--- config.mk ---
export PLATFORM = sky130hd
export DESIGN_NAME = exec_writeback
export DESIGN_NICKNAME = d
export VERILOG_FILES = /design/src/rtl/wb_pkg.sv /design/src/rtl/vec_beat_serializer.sv /design/src/rtl/exec_writeback.sv
export SDC_FILE = /design/constraint.sdc
export NUM_CORES = 1
export LEC_CHECK = 0
export BUFFER_PORTS_ARGS = -buffer_cell sky130_fd_sc_hd__buf_2
export CORE_AREA = 2 2 195 197
export CTS_CLUSTER_DIAMETER = 60
export CTS_CLUSTER_SIZE = 16
export DETAILED_ROUTE_END_ITERATION = 10
export DIE_AREA = 0 0 197 199
export PLACE_DENSITY = 0.76
export SYNTH_ARGS = -nofsm -noshare
export SYNTH_HDL_FRONTEND = slang
export SYNTH_HIERARCHICAL = 1
export SYNTH_SLANG_ARGS = --single-unit
--- constraint.sdc ---
create_clock -name clk -period 11.2 [get_ports clk]
set_input_delay 1.12 -clock clk [delete_from_list [all_inputs] [get_ports clk]]
set_output_delay 1.12 -clock clk [all_outputs]
set_load 0.02 [all_outputs]
--- src/rtl/wb_pkg.sv ---
// Shared types and opcode decode for the execution writeback stage.
package wb_pkg;

   typedef enum logic [1:0] {
      CLS_INT   = 2'b00,
      CLS_FIXED = 2'b01,
      CLS_VEC   = 2'b10,
      CLS_NONE  = 2'b11
   } op_class_e;

   typedef enum logic [1:0] {
      S_IDLE = 2'b00,
      S_SCAL = 2'b01,
      S_VEC  = 2'b10
   } wb_state_e;

   localparam logic [4:0] OP_INT_0   = 5'b00000;
   localparam logic [4:0] OP_INT_1   = 5'b00001;
   localparam logic [4:0] OP_INT_2   = 5'b00010;
   localparam logic [4:0] OP_FIXED_0 = 5'b01000;
   localparam logic [4:0] OP_FIXED_1 = 5'b01001;
   localparam logic [4:0] OP_FIXED_2 = 5'b01010;
   localparam logic [4:0] OP_VEC_0   = 5'b10000;
   localparam logic [4:0] OP_VEC_1   = 5'b10001;
   localparam logic [4:0] OP_VEC_2   = 5'b10010;

   function automatic logic is_valid_op(input logic [4:0] op);
      logic ok;
      case (op)
         OP_INT_0, OP_INT_1, OP_INT_2,
         OP_FIXED_0, OP_FIXED_1, OP_FIXED_2,
         OP_VEC_0, OP_VEC_1, OP_VEC_2: ok = 1'b1;
         default:                      ok = 1'b0;
      endcase
      return ok;
   endfunction

   // Invalid opcodes collapse to CLS_NONE so callers need only one decode.
   function automatic op_class_e op_class(input logic [4:0] op);
      op_class_e cls;
      if (!is_valid_op(op)) begin
         cls = CLS_NONE;
      end else begin
         case (op[4:3])
            2'b00:   cls = CLS_INT;
            2'b01:   cls = CLS_FIXED;
            2'b10:   cls = CLS_VEC;
            default: cls = CLS_NONE;
         endcase
      end
      return cls;
   endfunction

endpackage

--- src/rtl/vec_beat_serializer.sv ---
// Captures one vector result and replays it to the vector register file,
// LANES_PER_BEAT lanes per cycle; a load on the last beat restarts with no gap.
module vec_beat_serializer
   import wb_pkg::*;
#(
   parameter int DATA_WIDTH     = 16,
   parameter int VECTOR_LENGTH  = 16,
   parameter int LANES_PER_BEAT = 4,
   parameter int REG_ADDR_W     = 4,
   parameter int LANE_W         = $clog2(VECTOR_LENGTH)
) (
   input  logic                  clk,
   input  logic                  rst,
   input  logic                  load_i,
   input  logic [DATA_WIDTH-1:0] data_i [VECTOR_LENGTH],
   input  logic [REG_ADDR_W-1:0] addr_i,
   output logic                  last_beat_o,
   output logic                  vreg_we_o,
   output logic [REG_ADDR_W-1:0] vreg_waddr_o,
   output logic [LANE_W-1:0]     vreg_lane_base_o,
   output logic [DATA_WIDTH-1:0] vreg_wdata_o [LANES_PER_BEAT]
);

   localparam int NUM_BEATS = VECTOR_LENGTH / LANES_PER_BEAT;
   localparam int BEAT_W    = (NUM_BEATS > 1) ? $clog2(NUM_BEATS) : 1;

   if ((VECTOR_LENGTH % LANES_PER_BEAT) != 0) begin : g_bad_cfg
      $error("VECTOR_LENGTH must be a multiple of LANES_PER_BEAT");
   end

   logic [DATA_WIDTH-1:0] buf_q [NUM_BEATS][LANES_PER_BEAT];
   logic [BEAT_W-1:0]     beat_q, beat_d;
   logic                  active_q, active_d;
   logic [REG_ADDR_W-1:0] addr_q, addr_d;
   logic                  last_s;

   assign last_s = active_q && (beat_q == BEAT_W'(NUM_BEATS - 1));

   // Beat sequencing: load wins over retirement of the last beat.
   always_comb begin
      active_d = active_q;
      beat_d   = beat_q;
      addr_d   = addr_q;
      if (load_i) begin
         active_d = 1'b1;
         beat_d   = '0;
         addr_d   = addr_i;
      end else if (last_s) begin
         active_d = 1'b0;
         beat_d   = '0;
      end else if (active_q) begin
         beat_d   = beat_q + 1'b1;
      end else begin
         active_d = 1'b0;
      end
   end

   // Control registers.
   always_ff @(posedge clk or posedge rst) begin
      if (rst) begin
         active_q <= 1'b0;
         beat_q   <= '0;
         addr_q   <= '0;
      end else begin
         active_q <= active_d;
         beat_q   <= beat_d;
         addr_q   <= addr_d;
      end
   end

   // Vector buffer, organised by beat so the read side needs no lane arithmetic.
   always_ff @(posedge clk or posedge rst) begin
      if (rst) begin
         for (int b = 0; b < NUM_BEATS; b++) begin
            for (int k = 0; k < LANES_PER_BEAT; k++) begin
               buf_q[b][k] <= '0;
            end
         end
      end else if (load_i) begin
         for (int b = 0; b < NUM_BEATS; b++) begin
            for (int k = 0; k < LANES_PER_BEAT; k++) begin
               buf_q[b][k] <= data_i[b*LANES_PER_BEAT + k];
            end
         end
      end
   end

   assign last_beat_o      = last_s;
   assign vreg_we_o        = active_q;
   assign vreg_waddr_o     = addr_q;
   assign vreg_lane_base_o = LANE_W'(int'(beat_q) * LANES_PER_BEAT);

   // Present the current beat's slice.
   always_comb begin
      for (int k = 0; k < LANES_PER_BEAT; k++) begin
         vreg_wdata_o[k] = buf_q[beat_q][k];
      end
   end

endmodule

--- src/rtl/exec_writeback.sv ---
// Writeback stage: scalar RF write, vector beat serialisation, flag registers.
// Optional same-cycle forwarding outputs are enabled by defining WB_BYPASS_EN.
module exec_writeback
   import wb_pkg::*;
#(
   parameter int DATA_WIDTH     = 16,
   parameter int VECTOR_LENGTH  = 16,
   parameter int LANES_PER_BEAT = 4,
   parameter int REG_ADDR_W     = 4
) (
   input  logic                                clk,
   input  logic                                rst,
   input  logic                                in_valid,
   output logic                                in_ready,
   input  logic [4:0]                          opcode,
   input  logic [REG_ADDR_W-1:0]               rd,
   input  logic signed [DATA_WIDTH-1:0]        out_int,
   input  logic signed [DATA_WIDTH-1:0]        out_fixed,
   input  logic [DATA_WIDTH-1:0]               out_vector [VECTOR_LENGTH],
   input  logic                                n_int,
   input  logic                                v_int,
   input  logic                                z_int,
   input  logic                                n_fixed,
   input  logic                                v_fixed,
   input  logic                                z_fixed,
   input  logic [VECTOR_LENGTH-1:0]            n_vector,
   input  logic [VECTOR_LENGTH-1:0]            v_vector,
   input  logic [VECTOR_LENGTH-1:0]            z_vector,
   output logic                                sreg_we,
   output logic [REG_ADDR_W-1:0]               sreg_waddr,
   output logic [DATA_WIDTH-1:0]               sreg_wdata,
   output logic                                vreg_we,
   output logic [REG_ADDR_W-1:0]               vreg_waddr,
   output logic [$clog2(VECTOR_LENGTH)-1:0]    vreg_lane_base,
   output logic [DATA_WIDTH-1:0]               vreg_wdata [LANES_PER_BEAT],
   output logic [2:0]                          flags_nzv,
   output logic [VECTOR_LENGTH-1:0]            vflags_n,
   output logic [VECTOR_LENGTH-1:0]            vflags_v,
   output logic [VECTOR_LENGTH-1:0]            vflags_z,
   output logic                                busy
`ifdef WB_BYPASS_EN
   ,
   output logic                                fwd_valid,
   output logic [REG_ADDR_W-1:0]               fwd_rd,
   output logic [DATA_WIDTH-1:0]               fwd_data
`endif
);

   wb_state_e              state_q, state_d;
   op_class_e              cls_s;
   logic                   xfer_s;
   logic                   scal_s;
   logic                   vec_load_s;
   logic                   last_beat_s;
   logic [DATA_WIDTH-1:0]  scal_data_s;

   logic                   sreg_we_q, sreg_we_d;
   logic [REG_ADDR_W-1:0]  sreg_waddr_q, sreg_waddr_d;
   logic [DATA_WIDTH-1:0]  sreg_wdata_q, sreg_wdata_d;
   logic [2:0]             flags_nzv_q, flags_nzv_d;
   logic [VECTOR_LENGTH-1:0] vflags_n_q, vflags_n_d;
   logic [VECTOR_LENGTH-1:0] vflags_v_q, vflags_v_d;
   logic [VECTOR_LENGTH-1:0] vflags_z_q, vflags_z_d;

   assign cls_s       = op_class(opcode);
   assign scal_s      = (cls_s == CLS_INT) || (cls_s == CLS_FIXED);
   assign scal_data_s = (cls_s == CLS_FIXED) ? out_fixed : out_int;
   // Held low during reset so nothing is accepted before the stage is live.
   assign in_ready    = !rst && ((state_q != S_VEC) || last_beat_s);
   assign xfer_s      = in_valid && in_ready;
   assign vec_load_s  = xfer_s && (cls_s == CLS_VEC);

   // Next-state decode.
   always_comb begin
      state_d = state_q;
      if (xfer_s) begin
         case (cls_s)
            CLS_INT, CLS_FIXED: state_d = S_SCAL;
            CLS_VEC:            state_d = S_VEC;
            default:            state_d = S_IDLE;
         endcase
      end else if ((state_q == S_VEC) && !last_beat_s) begin
         state_d = S_VEC;
      end else begin
         state_d = S_IDLE;
      end
   end

   // Scalar write port and flag next-state.
   always_comb begin
      sreg_we_d    = xfer_s && scal_s;
      sreg_waddr_d = sreg_waddr_q;
      sreg_wdata_d = sreg_wdata_q;
      flags_nzv_d  = flags_nzv_q;
      vflags_n_d   = vflags_n_q;
      vflags_v_d   = vflags_v_q;
      vflags_z_d   = vflags_z_q;
      if (sreg_we_d) begin
         sreg_waddr_d = rd;
         sreg_wdata_d = scal_data_s;
      end else begin
         sreg_waddr_d = sreg_waddr_q;
      end
      if (xfer_s) begin
         case (cls_s)
            CLS_INT:   flags_nzv_d = {n_int, v_int, z_int};
            CLS_FIXED: flags_nzv_d = {n_fixed, v_fixed, z_fixed};
            CLS_VEC: begin
               vflags_n_d = n_vector;
               vflags_v_d = v_vector;
               vflags_z_d = z_vector;
            end
            default:   flags_nzv_d = flags_nzv_q;
         endcase
      end else begin
         flags_nzv_d = flags_nzv_q;
      end
   end

   // State, scalar write port and flag registers.
   always_ff @(posedge clk or posedge rst) begin
      if (rst) begin
         state_q      <= S_IDLE;
         sreg_we_q    <= 1'b0;
         sreg_waddr_q <= '0;
         sreg_wdata_q <= '0;
         flags_nzv_q  <= 3'b000;
         vflags_n_q   <= '0;
         vflags_v_q   <= '0;
         vflags_z_q   <= '0;
      end else begin
         state_q      <= state_d;
         sreg_we_q    <= sreg_we_d;
         sreg_waddr_q <= sreg_waddr_d;
         sreg_wdata_q <= sreg_wdata_d;
         flags_nzv_q  <= flags_nzv_d;
         vflags_n_q   <= vflags_n_d;
         vflags_v_q   <= vflags_v_d;
         vflags_z_q   <= vflags_z_d;
      end
   end

   vec_beat_serializer #(
      .DATA_WIDTH     (DATA_WIDTH),
      .VECTOR_LENGTH  (VECTOR_LENGTH),
      .LANES_PER_BEAT (LANES_PER_BEAT),
      .REG_ADDR_W     (REG_ADDR_W),
      .LANE_W         ($clog2(VECTOR_LENGTH))
   ) u_ser (
      .clk              (clk),
      .rst              (rst),
      .load_i           (vec_load_s),
      .data_i           (out_vector),
      .addr_i           (rd),
      .last_beat_o      (last_beat_s),
      .vreg_we_o        (vreg_we),
      .vreg_waddr_o     (vreg_waddr),
      .vreg_lane_base_o (vreg_lane_base),
      .vreg_wdata_o     (vreg_wdata)
   );

   assign sreg_we    = sreg_we_q;
   assign sreg_waddr = sreg_waddr_q;
   assign sreg_wdata = sreg_wdata_q;
   assign flags_nzv  = flags_nzv_q;
   assign vflags_n   = vflags_n_q;
   assign vflags_v   = vflags_v_q;
   assign vflags_z   = vflags_z_q;
   assign busy       = (state_q != S_IDLE);

`ifdef WB_BYPASS_EN
   assign fwd_valid = xfer_s && scal_s;
   assign fwd_rd    = rd;
   assign fwd_data  = scal_data_s;
`endif

endmodule

==> results_dict.tcl <==
set metrics [dict create \
    critical_path_class "reg -> out" \
    synthMuxAreaShare_pct 34.4 \
    startpoint_type "flop" \
    synthAdderAreaFrac_pct 0.0868 \
    cts_buffers 31 \
    synth_top_area_cell "dfrtp_1" \
    areaGrowthSynthToFinish_pct 26.9 \
    finalSetupTns_ns 0 \
    synth_edf_count 0 \
    die_area_mm2 0.0392 \
    synth_cell_type_count 28 \
    die_h_um 199 \
    relSlewSlack_pct 23.0 \
    fin_ws_ns 7.22 \
    slowest_stage "buf_4" \
    route.detailed.drc 0 \
    crit_required_ns 10.08 \
    crit_chain "buf_4 > mux4_2 > buf_2" \
    synthSimpleGateAreaFrac_pct 1.11 \
    layoutNonFillerInstCount 1851 \
    vias 9533 \
    endpoint_kind "output pin" \
    clk_latency_ns 0.57 \
    initial_core_util_pct 38.8 \
    p_comb_share_pct 35.7 \
    core_mm2 0.0371 \
    rrSetupSlack_ns 7.64 \
    yosysMostFrequentCell "dfrtp_1" \
    grt_max_degree 195 \
    routed_wl_um 37400 \
    dr.first_iter.drc_count 335 \
    status "completed" \
    synth_flop_cell "dfrtp_1" \
    gr-usage-all-layers_pct 18.6 \
    cts_tree "done" \
    rsz0062_at_grt "no" \
    place_congestion 0.892 \
    synth_xor_area_share_pct 0 \
    post-cts-setup-buffer-count 0 \
    p_int_uw 3080 \
    seqPwrFrac_pct 40.5 \
    max_freq_mhz 251 \
    min_path_type "reg -> reg" \
    finalHoldViolCount 0 \
    hpwl_um 26900 \
    antenna_found_initial 10 \
    placed_cells 1796 \
    slowest_delay_ns 0.75 \
    synth.top_cell.area_share_pct 58.3 \
    avgSynthCellArea_um2 16.4 \
    drive_above_1_share_pct 68.4 \
    fin_skew_ns 0.0130 \
    drtAntennaViolNets 0 \
    async_reset_ff_share_pct 100 \
    power.switching_uw 1580 \
    synthTopCellsByArea "dfrtp_1 (58%), mux2_2 (24%), mux4_2 (10%), o41ai_1 (1.2%), buf_2 (1.1%)" \
    first_global_vias 10147 \
    p_leak_uw 0.00881 \
    synth_compound_area_share_pct 3.14 \
    fin_crit_ns 3.98 \
    synth_top_family_by_area "multiplexers" \
    clkPwrFrac_pct 23.8 \
    htreeDepth 1 \
    viasPerCell 5.15 \
    setup_viol_count_final 0 \
    grt.overflow.total 0 \
    power_density_mw_per_mm2 255 \
    post_drt_wl_per_cell_um 20.2 \
    netSwitchingFraction_pct 33.9 \
    nets 1710 \
    period_share_pct 35.5 \
    final_area_mm2 0.0183 \
    arrival_ns 2.86 \
    post-place-ws_ns 7.18 \
    grt_pass1_wl_um 57000 \
    maxCapViolCount 0 \
    ys_ff_latch 336 \
    dpl_cell_area_mm2 0.0172 \
    die_x_um 197 \
    port_buffers 498 \
    numClockSinks 336 \
    peakVddDrop_mv 0.149 \
    final_max_slew_viol_count 0 \
    synth_common_cells "dfrtp_1 (336), mux2_2 (308), mux4_2 (64)" \
    clockBufferDepth 3 \
    yosysSeqAreaShare_pct 58.3 \
    postSynthCellCount 878 \
    clk_pin_slew_ns 0.07 \
    yosysWarnings 6 \
    crit_path_max_fanout 45 \
    worstMarginPinSlew_ns 1.15 \
    ctsResizeCount 0 \
    root_buffer "clkbuf_16" \
    hold_buffers 0 \
    firstDrtPassIters 5 \
    netlist_area_mm2 0.0144 \
    rows 71 \
    ios 501 \
]
==> cell usage in the layout (no fill, tap or decap), drive strengths merged, types with 2 or more instances in the layout <==
master,Yosys,layout
buf,54,508
dfrtp,336,336
mux2,312,312
mux4,64,64
clkbuf,11,32
nor2,21,21
o22ai,19,19
o41ai,19,19
o31ai,19,19
inv,4,10
clkinv,1,7
diode,0,5
bufinv,0,5
a21o,2,2
nand2b,2,2
or2,2,2
a21oi,2,2
conb,1,2
==> cell families (layout without fill, tap and decap cells) <==
| kind of cell | count (synthesis) | in the layout |
|---|---|---|
| compound gates | 61 | 61 |
| fa+ha+maj | 1 | 1 |
| buf+inv | 70 | 563 |
| flops | 336 | 336 |
| mux | 377 | 377 |
| other cells | 1 | 7 |
| simple gates | 32 | 32 |
==> final timing paths <==
| path | startpoint | end | cells after the start |
|---|---|---|---|
| max | u_ser/beat_q[1] | vreg_wdata[22] | 3 |
| min | vflags_n[11] | vflags_n[11] | 1 |
| max reg2reg | u_ser/beat_q[1] | u_ser/buf_q[141] | 7 |
| min reg2reg | vflags_n[11] | vflags_n[11] | 1 |
| max in group asynchronous | rst | u_ser/buf_q[118] | 3 |
| min in group asynchronous | rst | u_ser/buf_q[65] | 2 |
==> worst max-delay path, delay by kind of cell (launching register included) <==
kind / cells / cell delay, ns
buffers and inverters: 2 / 0.93
flip-flops: 1 / 0.72
multiplexers: 1 / 0.62
==> flip-flops by register name, indices dropped and copies added (netlist names), 3 cells and up <==
signal / flops
u_ser/vreg_waddr_o: 4
vflags_v: 16
vflags_z: 16
sreg_wdata: 16
vflags_n: 16
u_ser/buf_q: 256
flags_nzv: 3
sreg_waddr: 4
==> cell type report <==
class / instances / area (um^2)
diodes: 5 / 12.5
clock buffers: 32 / 779
clock inverters: 18 / 269
fillers: 3204 / 18800
inverters: 5 / 26.3
multi-input cells: 473 / 5610
flip-flops and latches: 336 / 8420
well taps: 474 / 593
repair buffers: 508 / 2580
==> power groups by stage <==
stage	sequential, uW	clock (uW)	combinational, uW
after floorplan	1920	0	1110
after global placement	1890	0	1650
after detailed placement	1920	0	1680
after CTS	1900	1140	1690
after global routing	1950	1190	1770
final	1890	1110	1670
==> routing by layer <==
metal	vias to the layer above	wire [um]	GRT usage, %
li1	4251	-	-
met2	355	18700	31.4
met5	-	44	0
met1	4856	14700	23.0
met4	6	855	5.49
met3	65	3180	5.71
==> metrics by stage <==
| step | total power, uW | utilization (%) | hold WS, ns |
|---|---|---|---|
| after floorplan | 3030 | - | 0.475 |
| after global routing | 4910 | 49.2 | 0.517 |
| after detailed placement | 3600 | 46.4 | 0.481 |
| after CTS | 4730 | 49.2 | 0.497 |
| final | 4660 | 49.3 | 0.491 |
| after global placement | 3530 | 46.4 | 0.465 |
Power figures use the tool's default switching activity.
